**config.mk**
```make
export PLATFORM = sky130hd
export DESIGN_NAME = fetch_ctl_flat
export DESIGN_NICKNAME = d
export VERILOG_FILES = /design/src/rtl/rv32_pkg.sv /design/src/rtl/fetch_ctl_if.sv /design/src/rtl/fetch_fifo.sv /design/src/rtl/fetch_ctl.sv /design/src/flat_wrapper.sv
export SDC_FILE = /design/constraint.sdc
export NUM_CORES = 1
export LEC_CHECK = 0
export ABC_AREA = 1
export BUFFER_PORTS_ARGS = -buffer_cell sky130_fd_sc_hd__buf_4
export CAP_MARGIN = 5
export CORE_UTILIZATION = 45
export DETAILED_ROUTE_END_ITERATION = 7
export PLACE_DENSITY = 0.67
export SETUP_SLACK_MARGIN = 0.4
export SYNTH_ARGS = -nofsm -noshare
export SYNTH_HDL_FRONTEND = slang
export SYNTH_HIERARCHICAL = 1
export SYNTH_SLANG_ARGS = --single-unit
```
**constraint.sdc**
```tcl
create_clock -name clk -period 4.3 [get_ports clk]
set_input_delay 0.645 -clock clk [delete_from_list [all_inputs] [get_ports clk]]
set_output_delay 0.645 -clock clk [all_outputs]
set_load 0.01 [all_outputs]
```
**src/rtl/rv32_pkg.sv**
```systemverilog
// Shared RV32 constants and the fetch buffer entry type used across the fetch front end.
package rv32_pkg;

   localparam int XLEN = 32;
   localparam int ILEN = 32;
   localparam logic [ILEN-1:0] RV32_NOP = 32'h0000_0013;

   typedef struct packed {
      logic [XLEN-1:0] pc;
      logic [ILEN-1:0] instr;
   } fetch_entry_t;

   function automatic logic [XLEN-1:0] align_word(input logic [XLEN-1:0] addr);
      return addr & ~XLEN'(3);
   endfunction

endpackage

```
**src/rtl/fetch_ctl_if.sv**
```systemverilog
// Instruction-memory request/response bus between the fetch stage (master) and memory (slave).
interface fetch_ctl_if;
   import rv32_pkg::*;

   logic            req_valid;
   logic            req_ready;
   logic [XLEN-1:0] addr;
   logic            rsp_valid;
   logic [ILEN-1:0] rsp_data;

   modport master (output req_valid, addr, input req_ready, rsp_valid, rsp_data);
   modport slave  (input req_valid, addr, output req_ready, rsp_valid, rsp_data);

endinterface

```
**src/rtl/fetch_fifo.sv**
```systemverilog
// Synchronous instruction buffer with push/pop/flush; flush wins over a same-cycle push/pop.
module fetch_fifo #(
   parameter int DEPTH = 2,
   parameter int WIDTH = 64
) (
   input  logic                   clk,
   input  logic                   rst_n,
   input  logic                   push,
   input  logic                   pop,
   input  logic                   flush,
   input  logic [WIDTH-1:0]       wdata,
   output logic [WIDTH-1:0]       rdata,
   output logic [$clog2(DEPTH):0] count,
   output logic                   empty,
   output logic                   full
);

   localparam int AW = $clog2(DEPTH);

   logic [WIDTH-1:0] mem_q [DEPTH];
   logic [AW-1:0]    wptr_q, wptr_d;
   logic [AW-1:0]    rptr_q, rptr_d;
   logic [AW:0]      count_q, count_d;

   // NOTE: every variable gets its hold value first so no path leaves it unassigned (no latch).
   always_comb begin
      wptr_d  = wptr_q;
      rptr_d  = rptr_q;
      count_d = count_q;
      if (flush) begin
         wptr_d  = '0;
         rptr_d  = '0;
         count_d = '0;
      end else begin
         if (push) wptr_d = wptr_q + AW'(1);
         if (pop)  rptr_d = rptr_q + AW'(1);
         count_d = count_q + (AW+1)'(push) - (AW+1)'(pop);
      end
   end

   // NOTE: sequential state uses non-blocking assignments so all flops update from pre-edge values.
   always_ff @(posedge clk or negedge rst_n) begin
      if (!rst_n) begin
         wptr_q  <= '0;
         rptr_q  <= '0;
         count_q <= '0;
      end else begin
         wptr_q  <= wptr_d;
         rptr_q  <= rptr_d;
         count_q <= count_d;
      end
   end

   // NOTE: storage is not reset; count_q alone decides which entries are meaningful.
   always_ff @(posedge clk) begin
      if (push && !flush) mem_q[wptr_q] <= wdata;
   end

   assign rdata = mem_q[rptr_q];
   assign count = count_q;
   assign empty = (count_q == '0);
   assign full  = (count_q == (AW+1)'(DEPTH));

endmodule

```
**src/rtl/fetch_ctl.sv**
```systemverilog
// Fetch front end: sequential PC, credit-limited imem requests, wrong-path drop, IF/ID output regs.
// Optional: define FETCH_MISALIGN_TRAP_EN to add the fetch_misalign output and trap on misaligned redirects.
module fetch_ctl
   import rv32_pkg::*;
#(
   parameter logic [XLEN-1:0] RESET_PC   = 32'h0000_0000,
   parameter int              FIFO_DEPTH = 2
) (
   input  logic             clk,
   input  logic             rst_n,
   input  logic             stall,
   input  logic             redirect_valid,
   input  logic [XLEN-1:0]  redirect_pc,
   fetch_ctl_if.master      imem,
   output logic [XLEN-1:0]  pc_if,
   output logic [ILEN-1:0]  instr_if,
   output logic             instr_valid
`ifdef FETCH_MISALIGN_TRAP_EN
   ,
   output logic             fetch_misalign
`endif
);

   localparam int CW = $clog2(FIFO_DEPTH) + 1;

   logic            run_q, run_d;
   logic [XLEN-1:0] fetch_pc_q, fetch_pc_d;
   logic [XLEN-1:0] rsp_pc_q, rsp_pc_d;
   logic [CW-1:0]   outstanding_q, outstanding_d;
   logic [CW-1:0]   drop_cnt_q, drop_cnt_d;
   logic [XLEN-1:0] pc_if_q, pc_if_d;
   logic [ILEN-1:0] instr_q, instr_d;
   logic            valid_q, valid_d;

   logic            accept, rsp_seen, rsp_keep, credit_ok, trap_hold;
   logic            fifo_push, fifo_pop, fifo_empty, fifo_full;
   logic [CW-1:0]   fifo_count;
   logic [CW:0]     in_flight;
   logic [XLEN-1:0] target_pc;
   fetch_entry_t    fifo_wdata, fifo_rdata;

   // Words in flight plus words buffered never exceed the buffer size, so a push always fits.
   assign in_flight      = {1'b0, outstanding_q} + {1'b0, fifo_count};
   assign credit_ok      = (in_flight < (CW+1)'(FIFO_DEPTH));
   assign target_pc      = align_word(redirect_pc);
   assign imem.req_valid = run_q && !redirect_valid && !trap_hold && credit_ok;
   assign imem.addr      = fetch_pc_q;
   assign accept         = imem.req_valid && imem.req_ready;
   assign rsp_seen       = imem.rsp_valid;
   assign rsp_keep       = rsp_seen && (drop_cnt_q == '0) && !redirect_valid;
   assign fifo_push      = rsp_keep && !fifo_full;
   assign fifo_pop       = !redirect_valid && !stall && !trap_hold && !fifo_empty;
   assign fifo_wdata     = '{pc: rsp_pc_q, instr: imem.rsp_data};

   fetch_fifo #(
      .DEPTH (FIFO_DEPTH),
      .WIDTH ($bits(fetch_entry_t))
   ) u_fifo (
      .clk   (clk),
      .rst_n (rst_n),
      .push  (fifo_push),
      .pop   (fifo_pop),
      .flush (redirect_valid),
      .wdata (fifo_wdata),
      .rdata (fifo_rdata),
      .count (fifo_count),
      .empty (fifo_empty),
      .full  (fifo_full)
   );

`ifdef FETCH_MISALIGN_TRAP_EN
   logic misalign_q, misalign_d;

   always_comb begin
      misalign_d = misalign_q;
      if (redirect_valid) misalign_d = (redirect_pc[1:0] != 2'b00);
   end

   always_ff @(posedge clk or negedge rst_n) begin
      if (!rst_n) misalign_q <= 1'b0;
      else        misalign_q <= misalign_d;
   end

   assign trap_hold      = misalign_q;
   assign fetch_misalign = misalign_q;
`else
   assign trap_hold = 1'b0;
`endif

   always_comb begin
      run_d         = 1'b1;
      fetch_pc_d    = fetch_pc_q;
      rsp_pc_d      = rsp_pc_q;
      outstanding_d = outstanding_q + CW'(accept) - CW'(rsp_seen);
      drop_cnt_d    = drop_cnt_q;
      pc_if_d       = pc_if_q;
      instr_d       = instr_q;
      valid_d       = valid_q;
      if (redirect_valid) begin
         // Everything still in flight after this edge belongs to the abandoned path.
         fetch_pc_d = target_pc;
         rsp_pc_d   = target_pc;
         drop_cnt_d = outstanding_d;
         pc_if_d    = target_pc;
         instr_d    = RV32_NOP;
         valid_d    = 1'b0;
      end else begin
         if (accept)    fetch_pc_d = fetch_pc_q + XLEN'(4);
         if (fifo_push) rsp_pc_d   = rsp_pc_q + XLEN'(4);
         if (rsp_seen && (drop_cnt_q != '0)) drop_cnt_d = drop_cnt_q - CW'(1);
         if (!stall) begin
            if (fifo_pop) begin
               pc_if_d = fifo_rdata.pc;
               instr_d = fifo_rdata.instr;
               valid_d = 1'b1;
            end else begin
               instr_d = RV32_NOP;
               valid_d = 1'b0;
            end
         end
      end
   end

   always_ff @(posedge clk or negedge rst_n) begin
      if (!rst_n) begin
         run_q         <= 1'b0;
         fetch_pc_q    <= RESET_PC;
         rsp_pc_q      <= RESET_PC;
         outstanding_q <= '0;
         drop_cnt_q    <= '0;
         pc_if_q       <= '0;
         instr_q       <= RV32_NOP;
         valid_q       <= 1'b0;
      end else begin
         run_q         <= run_d;
         fetch_pc_q    <= fetch_pc_d;
         rsp_pc_q      <= rsp_pc_d;
         outstanding_q <= outstanding_d;
         drop_cnt_q    <= drop_cnt_d;
         pc_if_q       <= pc_if_d;
         instr_q       <= instr_d;
         valid_q       <= valid_d;
      end
   end

   assign pc_if       = pc_if_q;
   assign instr_if    = instr_q;
   assign instr_valid = valid_q;

endmodule

```
**src/flat_wrapper.sv**
```systemverilog
// flat-port wrapper written by rule: the top's interface ports become plain ports
module fetch_ctl_flat import rv32_pkg::*;
#(
   parameter logic [XLEN-1:0] RESET_PC   = 32'h0000_0000,
   parameter int              FIFO_DEPTH = 2
)
  (clk, rst_n, stall, redirect_valid, redirect_pc, pc_if, instr_if, instr_valid, imem_req_valid, imem_addr, imem_req_ready, imem_rsp_valid, imem_rsp_data);
  fetch_ctl_if imem_i ();
  input  logic clk;
  input  logic rst_n;
  input  logic stall;
  input  logic redirect_valid;
  input  logic [XLEN-1:0] redirect_pc;
  output logic [XLEN-1:0] pc_if;
  output logic [ILEN-1:0] instr_if;
  output logic instr_valid;
  output wire logic [$bits(imem_i.req_valid)-1:0] imem_req_valid;
  output wire logic [$bits(imem_i.addr)-1:0] imem_addr;
  input wire logic [$bits(imem_i.req_ready)-1:0] imem_req_ready;
  input wire logic [$bits(imem_i.rsp_valid)-1:0] imem_rsp_valid;
  input wire logic [$bits(imem_i.rsp_data)-1:0] imem_rsp_data;
  assign imem_req_valid = imem_i.req_valid;
  assign imem_addr = imem_i.addr;
  assign imem_i.req_ready = imem_req_ready;
  assign imem_i.rsp_valid = imem_rsp_valid;
  assign imem_i.rsp_data = imem_rsp_data;
  fetch_ctl #(.RESET_PC(RESET_PC), .FIFO_DEPTH(FIFO_DEPTH)) u_core (.clk(clk), .rst_n(rst_n), .stall(stall), .redirect_valid(redirect_valid), .redirect_pc(redirect_pc), .imem(imem_i), .pc_if(pc_if), .instr_if(instr_if), .instr_valid(instr_valid));
endmodule
```
After elaboration in Yosys (flattened, before gate mapping)
Memories as Yosys holds them, arrays and structs flattened.
Index checks and enable logic that the tools add are counted.
{"block": "word_totals", "inputBits": 70, "register_bits": 138, "output_inout_bits": 98, "mem_count": 1, "mem_bits_rw": 128}
{"memory": "u_core.u_fifo.mem_q", "depth": 2, "width": 64, "read_ports": 1, "rd_ports_with_merged_regs": 0, "wr": 1, "line": "fetch_fifo.sv:20", "text": "logic [WIDTH-1:0] mem_q [DEPTH];"}
{"block": "op_classes", "add_sub_neg": 10, "n_lt_le_gt_ge": 1, "n_reduce_logical": 22, "mux": 22, "eq_ne": 2}
{"operator": "32-bit two-way mux", "n": 10}
{"operator": "32-bit by 3-bit adder with 32-bit output (second input constant)", "n": 2}
{"operator": "1-bit logical AND", "n": 10}
{"operator": "2-bit nonzero test", "n": 5}
{"operator": "1-bit two-way mux", "n": 9}
{"operator": "2-bit two-way mux", "n": 3}
{"operator": "2-bit by 1-bit adder with 2-bit output", "n": 2}
{"operator": "1-bit zero test", "n": 4}
{"operator": "2-bit zero test", "n": 2}
{"operator": "2-bit by 1-bit subtractor with 2-bit output", "n": 2}
{"operator": "2-bit by 2-bit adder with 3-bit output", "n": 1}
{"operator": "3-bit by 2-bit less-than comparator with 1-bit output (second input constant)", "n": 1}
{"operator": "1-bit adder (second input constant)", "n": 2}
{"operator": "2-bit == test (second input constant)", "n": 1}
{"operator": "2-bit by 1-bit != test with 1-bit output (second input constant)", "n": 1}
{"operator": "2-bit AND reduction", "n": 1}
{"operator": "2-bit by 1-bit subtractor with 2-bit output (second input constant)", "n": 1}

Logic depth before layout (Yosys ltp)
Gate-level depths: netlist (run 1).
{"block": "depth", "word_depth": 7, "ltp_mapped": 15, "ltp_nobuf": 15}

Cells and area by module
Netlist (run 1), hierarchy kept.
{"mod": "fetch_ctl", "cells_per_inst": 908, "area_per_inst_um2": 7215.7, "n_inst": 1}
{"mod": "fetch_fifo", "cells_per_inst": 228, "area_per_inst_um2": 4993.5, "n_inst": 1}

Worst setup path before layout (run 1)
Ideal clock, no wire load.
{"block": "synth_timing", "path_type": "input port to flip-flop", "startpoint": "input port redirect_valid", "endpoint": "memory u_core.u_fifo.mem_q[0][0], enable pin", "setup_slack_ns": -0.224, "arrival_ns": 4.038, "setup_ns": 0.487, "path_stages": 7, "cell_sequence": "buf_6 nor2_4 nand3_4 inv_2 buf_2 nand2_1 nor2_1"}
{"block": "synth_via", "elab_chain_len": 6}
{"element": "start: declaration", "line": "flat_wrapper.sv:12", "text": "input logic redirect_valid;"}
{"element": "1-bit zero test", "line": "fetch_ctl.sv:50", "text": "assign rsp_keep = rsp_seen && (drop_cnt_q == '0) && !redirect_valid;"}
{"element": "1-bit logical AND", "line": "fetch_ctl.sv:50"}
{"element": "1-bit logical AND", "line": "fetch_ctl.sv:51", "text": "assign fifo_push = rsp_keep && !fifo_full;"}
{"element": "net u_core.fifo_push", "line": "fetch_ctl.sv:36", "text": "logic fifo_push, fifo_pop, fifo_empty, fifo_full;"}
{"element": "1-bit logical AND", "line": "fetch_fifo.sv:56", "text": "if (push && !flush) mem_q[wptr_q] <= wdata;"}
{"element": "1-bit two-way mux", "line": "fetch_fifo.sv:56"}
{"element": "1-bit two-way mux (not written as such)", "line": "fetch_fifo.sv:56"}
{"element": "end: declaration", "line": "fetch_fifo.sv:20"}
The timed path passes the listed nets, and every way through them passes these cells.

Worst setup path in the final report (run 1)
{"block": "layout_timing", "startpoint": "register u_core.drop_cnt_q[0]", "endpoint": "memory u_core.u_fifo.mem_q[1][34], enable pin"}
{"block": "layout_via", "elab_chain_len": 7}
{"element": "start: declaration", "line": "fetch_ctl.sv:30", "text": "logic [CW-1:0] drop_cnt_q, drop_cnt_d;"}
{"element": "start signal: assignment", "line": "fetch_ctl.sv:139", "text": "drop_cnt_q <= drop_cnt_d;"}
{"element": "2-bit zero test", "line": "fetch_ctl.sv:50"}
{"element": "1-bit logical AND (2 in a row)", "line": "fetch_ctl.sv:50"}
{"element": "1-bit logical AND", "line": "fetch_ctl.sv:51"}
{"element": "1-bit logical AND", "line": "fetch_fifo.sv:56"}
{"element": "1-bit two-way mux", "line": "fetch_fifo.sv:56"}
{"element": "1-bit two-way mux (not written as such)", "line": "fetch_fifo.sv:56"}
No other way between the ends.

==> metrics.cfg, run 1 <==
[timing]
timing.slew.headroom_pct=21.5
max_freq_mhz=371
timing.hold.ws_ns=0.203
worstMarginPinSlew_ns=1.18
timing.final.crit_share_pct=62.6
rsz0062_at_grt=no
fin_skew_ns=0.00994
setup_tns_ns=0
fin_crit_ns=2.69
finalHoldViolations=0
finalSetupViolations=0
slew_violations=0

[critical_path]
path_cells=inv_1, ha_1, nand3_4, inv_2, nand2_1, nor2_4, buf_4
critPathArrivalTime_ns=2.92
r2r_cells=7
max_stage_delay_ns=0.56
cp_max_fo=22
crit_cells=7
required_ns=4.52
cp-end-kind=register
critPathSlowestCell=nor2_4
cp-start-kind=register
path_class=register to register
crit_family=simple AND/OR/NAND/NOR gates
crit_buf_inv=3

[layout]
design_area_um2=14600
drive_above_1_share_pct=25.4
layout_common_cells=nand2_1, buf_4, dfrtp_1
syn_to_final_growth_pct=19.7
nNetsFinal=1377
antenna_cells=0
mostFrequentLayoutCell=nand2_1

[cts]
cts_sinks=262
ctsHtreeMaxLevel=1
clkTransAtPathRegs_ns=0.06
clkLatencyLatePin_ns=0.54
cts_hold_repair.buffers=0
cts_inserted_buffers=28
cts_buffer_depth=3
cts_tree=done
cts_resized=0
cts-root-buf=clkbuf_16
post_cts_buffers=0

[run]
drv_cap=0

[grt]
grt-busiest-layer=met2
grtUsageMet1_pct=29.1
grt_pass1_wl_um=47500
met3_usage_pct=3.21
grt_usage_pct=21.8
grt-ovfl-total=0
grt_antenna_before_repair=0
first_global_vias=8833
met2_usage_pct=36.8
grt_max_degree=95

[die]
dieArea_um2=27800
die_w_um=167
ios=168
start_util_pct=46.3
std_cell_rows=59
die_h_um=167
coreArea_um2=26400

[yosys]
ys_ff_latch=262
synth_edf_count=128
netlist_area_um2=12200
synth.distinct_cells=48
synth_top_family_by_area=simple AND/OR/NAND/NOR gates
synthMuxAreaShare_pct=7.16
postSynthAreaPerCell_um2=10.7
async_flop_share_pct=51.1
synthSimpleGateAreaFrac_pct=18.7
yosys_warnings=6
synth_cells=1136
synth_compound_area_share_pct=7.95
ys_seq_area_share_pct=59.0
synth_xor_area_share_pct=0.861
synth_ff_type=dfrtp_1
synthAdderAreaFrac_pct=0.881

[power_and_ir_drop]
power_w=0.00662
seqPwrFrac_pct=47.4
clkPwrFrac_pct=36.3
switching_share_pct=27.4
pwr_density_cell_nw_per_um2=453
worst_ir_drop_vdd_uv=360
p_comb_share_pct=16.3
leakage_nw=6.22
power.switching_w=0.00181
internal-power_w=0.00481

[route]
routed_via_density=5.37
detail_route.wl_per_cell_um=18.1
drc=0
drtIter0Drc=725
firstDrtPassIters=6
via_count=8889
ant_nets=0
routed_wl_um=30000

[placement]
portBuffers=163
place_hpwl_um=20400
placed_area_um2=13700
gp_congestion=0.968

[worst_hold_path]
hold_path.class=primary input to async pin

[outcome]
outcome=completed

==> through the flow <==
stage	cells	setup slack [ns]	util [%]
after detailed placement	1604	1.10	51.9
after floorplan	1141	0.836	-
after CTS	1656	1.57	55.4
final	1656	1.61	55.4
after global placement	1604	1.16	51.9
after global routing	1656	1.43	55.4
==> cells by family (layout without fill, tap and decap cells) <==
family | Yosys count | after routing
flip-flops | 262 | 262
adder cells (fa/ha/maj) | 8 | 8
multiplexers | 65 | 65
AND/OR/NAND/NOR | 507 | 507
buffers and inverters | 138 | 318
other | 2 | 7
AO/OA/AOI/OAI | 142 | 142
XOR/XNOR | 12 | 12
==> cell type report <==
| class | count | area, µm² |
|---|---|---|
| Clock buffer | 40 | 787 |
| Clock inverter | 12 | 135 |
| Fill cell | 2323 | 11700 |
| Inverter | 94 | 360 |
| Multi-Input combinational cell | 741 | 4390 |
| Sequential cell | 262 | 7200 |
| Tap cell | 335 | 419 |
| Timing Repair Buffer | 172 | 1320 |
==> worst paths after layout <==
path                       slack (ns)                              endpoint                        startpoint
setup / recovery                 1.61  u_core/u_fifo/mem_q[1][34]$_DFFE_PP_  u_core/drop_cnt_q[0]$_DFFE_PN0P_
hold / removal                   0.20      u_core/imem.addr[10]$_DFFE_PN0P_                             rst_n
setup reg to reg                 1.61  u_core/u_fifo/mem_q[1][34]$_DFFE_PP_  u_core/drop_cnt_q[0]$_DFFE_PN0P_
hold reg to reg                  0.51           u_core/pc_if[0]$_DFFE_PN0P_       u_core/pc_if[0]$_DFFE_PN0P_
max in group asynchronous        3.20          u_core/pc_if[31]$_DFFE_PN0P_                             rst_n
min in group clk                 0.29   u_core/u_fifo/mem_q[0][3]$_DFFE_PP_                  imem_rsp_data[3]
==> cell usage after synthesis (2+ instances only) <==
master	number	share of area (%)
inv_2	3	0.092
o22ai_1	3	0.15
o211ai_2	2	0.20
buf_6	10	0.92
buf_2	20	0.82
nand3_1	78	3.2
nand2_1	251	7.7
nand2_2	11	0.56
mux2_4	38	4.7
nor2_2	11	0.56
o211ai_1	5	0.31
o21bai_1	6	0.37
dfrtp_1	131	27
nor2_4	11	1.0
a32o_1	29	2.4
mux2_2	27	2.5
nand3_4	2	0.29
xor2_1	10	0.72
ha_1	7	0.72
o221ai_1	2	0.14
a21oi_1	19	0.78
nor3_1	5	0.20
buf_4	9	0.55
nand4_1	15	0.77
o21ai_0	34	1.4
conb_1	2	0.062
a31oi_1	33	1.7
and2_1	2	0.10
xnor2_1	2	0.14
dfstp_2	3	0.65
nand3b_1	2	0.12
o21ai_1	5	0.20
nand2_4	2	0.18
nor2_1	110	3.4
edfxtp_1	128	31
or2_2	4	0.20
clkbuf_1	5	0.15
inv_1	89	2.7
==> metal layers <==
| layer | up-vias | wire length [µm] |
|---|---|---|
| met3 | 48 | 1770 |
| met5 | - | 0 |
| li1 | 4216 | - |
| met1 | 4347 | 12900 |
| met2 | 278 | 14600 |
| met4 | 0 | 738 |
==> power groups by stage <==
stage / Combinational (W) / Sequential, W / Clock, W
2_1_floorplan: 0.000656 / 0.00314 / 0
3_3_place_gp: 0.00106 / 0.00318 / 0
3_5_place_dp: 0.00108 / 0.00319 / 0
4_1_cts: 0.00109 / 0.00314 / 0.00245
5_1_grt: 0.00119 / 0.00318 / 0.00253
6_report: 0.00108 / 0.00314 / 0.00240
==> registers in the layout (all words and copies together) (netlist names), 2 cells and up <==
signal,cells
u_core/instr_if,32
u_core/drop_cnt_q,2
u_core/u_fifo/mem_q,128
u_core/outstanding_q,2
u_core/pc_if,32
u_core/imem.addr,30
u_core/rsp_pc_q,30
u_core/u_fifo/count,2
Power figures use the tool's default switching activity.
==> run 2: changes to the inputs <==
--- a/config.mk
+++ b/config.mk
@@ -10,7 +10,6 @@
 export CAP_MARGIN = 5
 export CORE_UTILIZATION = 45
 export DETAILED_ROUTE_END_ITERATION = 7
-export PLACE_DENSITY = 0.67
 export SETUP_SLACK_MARGIN = 0.4
 export SYNTH_ARGS = -nofsm -noshare
 export SYNTH_HDL_FRONTEND = slang
==> constraint.sdc (replaced) <==
create_clock -name clk -period 2.8 [get_ports clk]
set_input_delay 0.42 -clock clk [delete_from_list [all_inputs] [get_ports clk]]
set_output_delay 0.42 -clock clk [all_outputs]
set_load 0.01 [all_outputs]
==> run 2 against run 1 <==
Effect of this change: via count rose by 0.79%; maximum frequency rose by 12%; clock skew fell by 0.0030 ns; register-to-register slack got worse by 1.2 ns; power rose by 60%; sequential share of layout area fell by 0.91 points; cell count rose by 1.0%; sequential cell count did not move.
==> metrics.cfg, run 2 (same netlist as run 1, synthesis figures left out) <==
[die]
std_cell_rows=59  ; unchanged
coreArea_um2=26400  ; unchanged
start_util_pct=46.3  ; unchanged
dieArea_um2=27800  ; unchanged
die_w_um=167  ; unchanged
die_h_um=167  ; unchanged
ios=168  ; unchanged

[timing]
timing.final.crit_share_pct=86.0  ; was 62.6%
worstMarginPinSlew_ns=0.728  ; was 1.18 ns
setup_tns_ns=0  ; unchanged
max_freq_mhz=416  ; was 371 MHz
finalHoldViolations=0  ; unchanged
rsz0062_at_grt=yes  ; was no
fin_crit_ns=2.41  ; was 2.69 ns
finalSetupViolations=0  ; unchanged
fin_skew_ns=0.00696  ; was 0.00994 ns
slew_violations=0  ; unchanged
timing.slew.headroom_pct=51.4  ; was 21.5%

[critical_path]
critPathSlowestCell=fa_1  ; was nor2_4
max_stage_delay_ns=0.44  ; was 0.56 ns
cp-start-kind=register  ; unchanged
cp-end-kind=register  ; unchanged
r2r_cells=15  ; was 7
cpMostUsedCell=inv_1
timing.rr.end=u_core/drop_cnt_q[1]$_DFFE_PN0P_  ; was u_core/u_fifo/mem_q[1][34]$_DFFE_PP_
required_ns=3.23  ; was 4.52 ns
critPathArrivalTime_ns=2.83  ; was 2.92 ns
path_cells=nand2_1, inv_1, fa_1, nor2_2, nand3_4, inv_4, nand2_8, ha_4, inv_2, ha_4, xnor2_2, xor2_1, inv_1, o21ai_1, inv_1  ; was inv_1, ha_1, nand3_4, inv_2, nand2_1, nor2_4, buf_4
path_class=register to register  ; unchanged
cp_max_fo=2  ; was 22
crit_start=u_core/u_fifo/count[0]$_DFF_PN0_  ; was u_core/drop_cnt_q[0]$_DFFE_PN0P_
reg2reg_slack_ns=0.39  ; was 1.61 ns
crit_buf_inv=5  ; was 3
crit_family=adder cells  ; was simple AND/OR/NAND/NOR gates
timing.rr.start=u_core/u_fifo/count[0]$_DFF_PN0_  ; was u_core/drop_cnt_q[0]$_DFFE_PN0P_

[cts]
cts_inserted_buffers=29  ; was 28
ctsHtreeMaxLevel=1  ; unchanged
clkTransAtPathRegs_ns=0.06  ; about the same
cts-root-buf=clkbuf_16  ; unchanged
cts_tree=done  ; unchanged
cts_sinks=262  ; unchanged
clkLatencyLatePin_ns=0.54  ; about the same
cts_buffer_depth=3  ; unchanged

[worst_hold_path]
hold_path.class=primary input to register  ; was primary input to async pin
hold_start=imem_rsp_data[17]
holdPathStages=1
hold_path_end=u_core/u_fifo/mem_q[1][17]$_DFFE_PP_

[grt]
grtUsageMet1_pct=31.1  ; was 29.1%
met3_usage_pct=2.76  ; was 3.21%
first_global_vias=8641  ; was 8833
grt_pass1_wl_um=48300  ; was 47500 µm
met2_usage_pct=36.7  ; was 36.8%
grt_antenna_before_repair=0  ; unchanged
grt_usage_pct=22.2  ; was 21.8%
grt_max_degree=61  ; was 95
grt-busiest-layer=met2  ; unchanged
grt-ovfl-total=0  ; unchanged

[power_and_ir_drop]
p_comb_share_pct=17.0  ; was 16.3%
pwr_density_cell_nw_per_um2=712  ; was 453 nW/µm²
leakage_nw=6.37  ; was 6.22 nW
worst_ir_drop_vdd_uv=548  ; was 360 µV
internal-power_w=0.00773  ; was 0.00481 W
seqPwrFrac_pct=45.2  ; was 47.4%
power.switching_w=0.00287  ; was 0.00181 W
clkPwrFrac_pct=37.7  ; was 36.3%
switching_share_pct=27.1  ; was 27.4%

[route]
routed_wl_um=30600  ; was 30000 µm
routed_via_density=5.36  ; was 5.37
drtIter0Drc=716  ; was 725
drc=0  ; unchanged
firstDrtPassIters=5  ; was 6
via_count=8959  ; was 8889
detail_route.wl_per_cell_um=18.3  ; was 18.1 µm
ant_nets=0  ; unchanged

[layout]
regMostFlops=u_core/u_fifo/mem_q  ; unchanged
syn_to_final_growth_pct=21.9  ; was 19.7%
nNetsFinal=1393  ; was 1377
largest_reg_flops=128  ; unchanged
layout_common_cells=nand2_1, buf_4, dfrtp_1  ; unchanged
drive_above_1_share_pct=27.6  ; was 25.4%
fin_util_pct=56.5  ; was 55.4%
fillers=2302  ; was 2323
seq_area_um2=7200  ; unchanged
multi_input_area_um2=4440  ; was 4390 µm²
antenna_cells=0  ; unchanged
mostFrequentLayoutCell=nand2_1  ; unchanged

[outcome]
outcome=completed  ; unchanged

[placement]
portBuffers=163  ; unchanged
gp_congestion=0.892  ; was 0.968
place_hpwl_um=20800  ; was 20400 µm

[run]
drv_cap=0  ; unchanged

run 2: worst reg2reg max path: cells and delay by family (launching register included):
kind | cells | cell delay, ns
buffers and inverters | 5 | 0.30
AND/OR/NAND/NOR | 4 | 0.36
XOR/XNOR | 2 | 0.29
AO/OA/AOI/OAI | 1 | 0.13
adder cells (fa/ha/maj) | 3 | 0.85
flip-flops | 1 | 0.38
run 2: routing by layer:
layer | up-vias | routed length [µm]
li1 | 4257 | -
met1 | 4389 | 14100
met2 | 260 | 14500
met3 | 53 | 1440
met4 | 0 | 567
met5 | - | 0
run 2: power by group through the flow:
stage          combinational, W  sequential (W)  clock [W]
2_1_floorplan           0.00103         0.00483          0
3_3_place_gp            0.00169         0.00486          0
3_5_place_dp            0.00173         0.00487          0
4_1_cts                 0.00177         0.00480    0.00410
5_1_grt                 0.00199         0.00485    0.00425
6_report                0.00181         0.00480    0.00400
run 2: area by class of cell:
cell class,count,area share (%)
flip-flops and latches,262,48.4
well taps,335,2.82
inverters,94,2.44
repair buffers,187,9.67
clock inverters,16,1.42
clock buffers,38,5.44
multi-input cells,741,29.8
run 2: how the worst max path moves through the flow:
stage | end | slack (ns) | cells after the start
floorplan | u_core/u_fifo/mem_q[0][0]$_DFFE_PP_ | 0.39 | 7
global placement | u_core/drop_cnt_q[1]$_DFFE_PN0P_ | 0.34 | 15
detailed placement | u_core/drop_cnt_q[1]$_DFFE_PN0P_ | 0.25 | 15
CTS | u_core/drop_cnt_q[1]$_DFFE_PN0P_ | 0.34 | 15
global route | u_core/drop_cnt_q[1]$_DFFE_PN0P_ | 0.29 | 15
finish | u_core/drop_cnt_q[1]$_DFFE_PN0P_ | 0.39 | 15
run 2: metrics by stage:
step                      hold slack, ns  instances  setup WS (ns)  cell area, µm²  power (W)
after floorplan                    0.124       1141          0.385           12300    0.00586
after global placement             0.457       1612          0.338           13800    0.00655
after detailed placement           0.457       1612          0.246           13800    0.00659
after CTS                         0.0303       1670          0.343           14800     0.0107
after global routing              0.0353       1673          0.293           14900     0.0111
final                             0.0593       1673          0.393           14900     0.0106
run 2: what timing repair did:
item                       in CTS  in global routing
hold buffers                    1                  0
setup endpoints to repair       3                  3
hold endpoints to repair       57                  0
setup buffers                   3                  3
gates resized for setup         1                  4
pin swaps                       4                  3
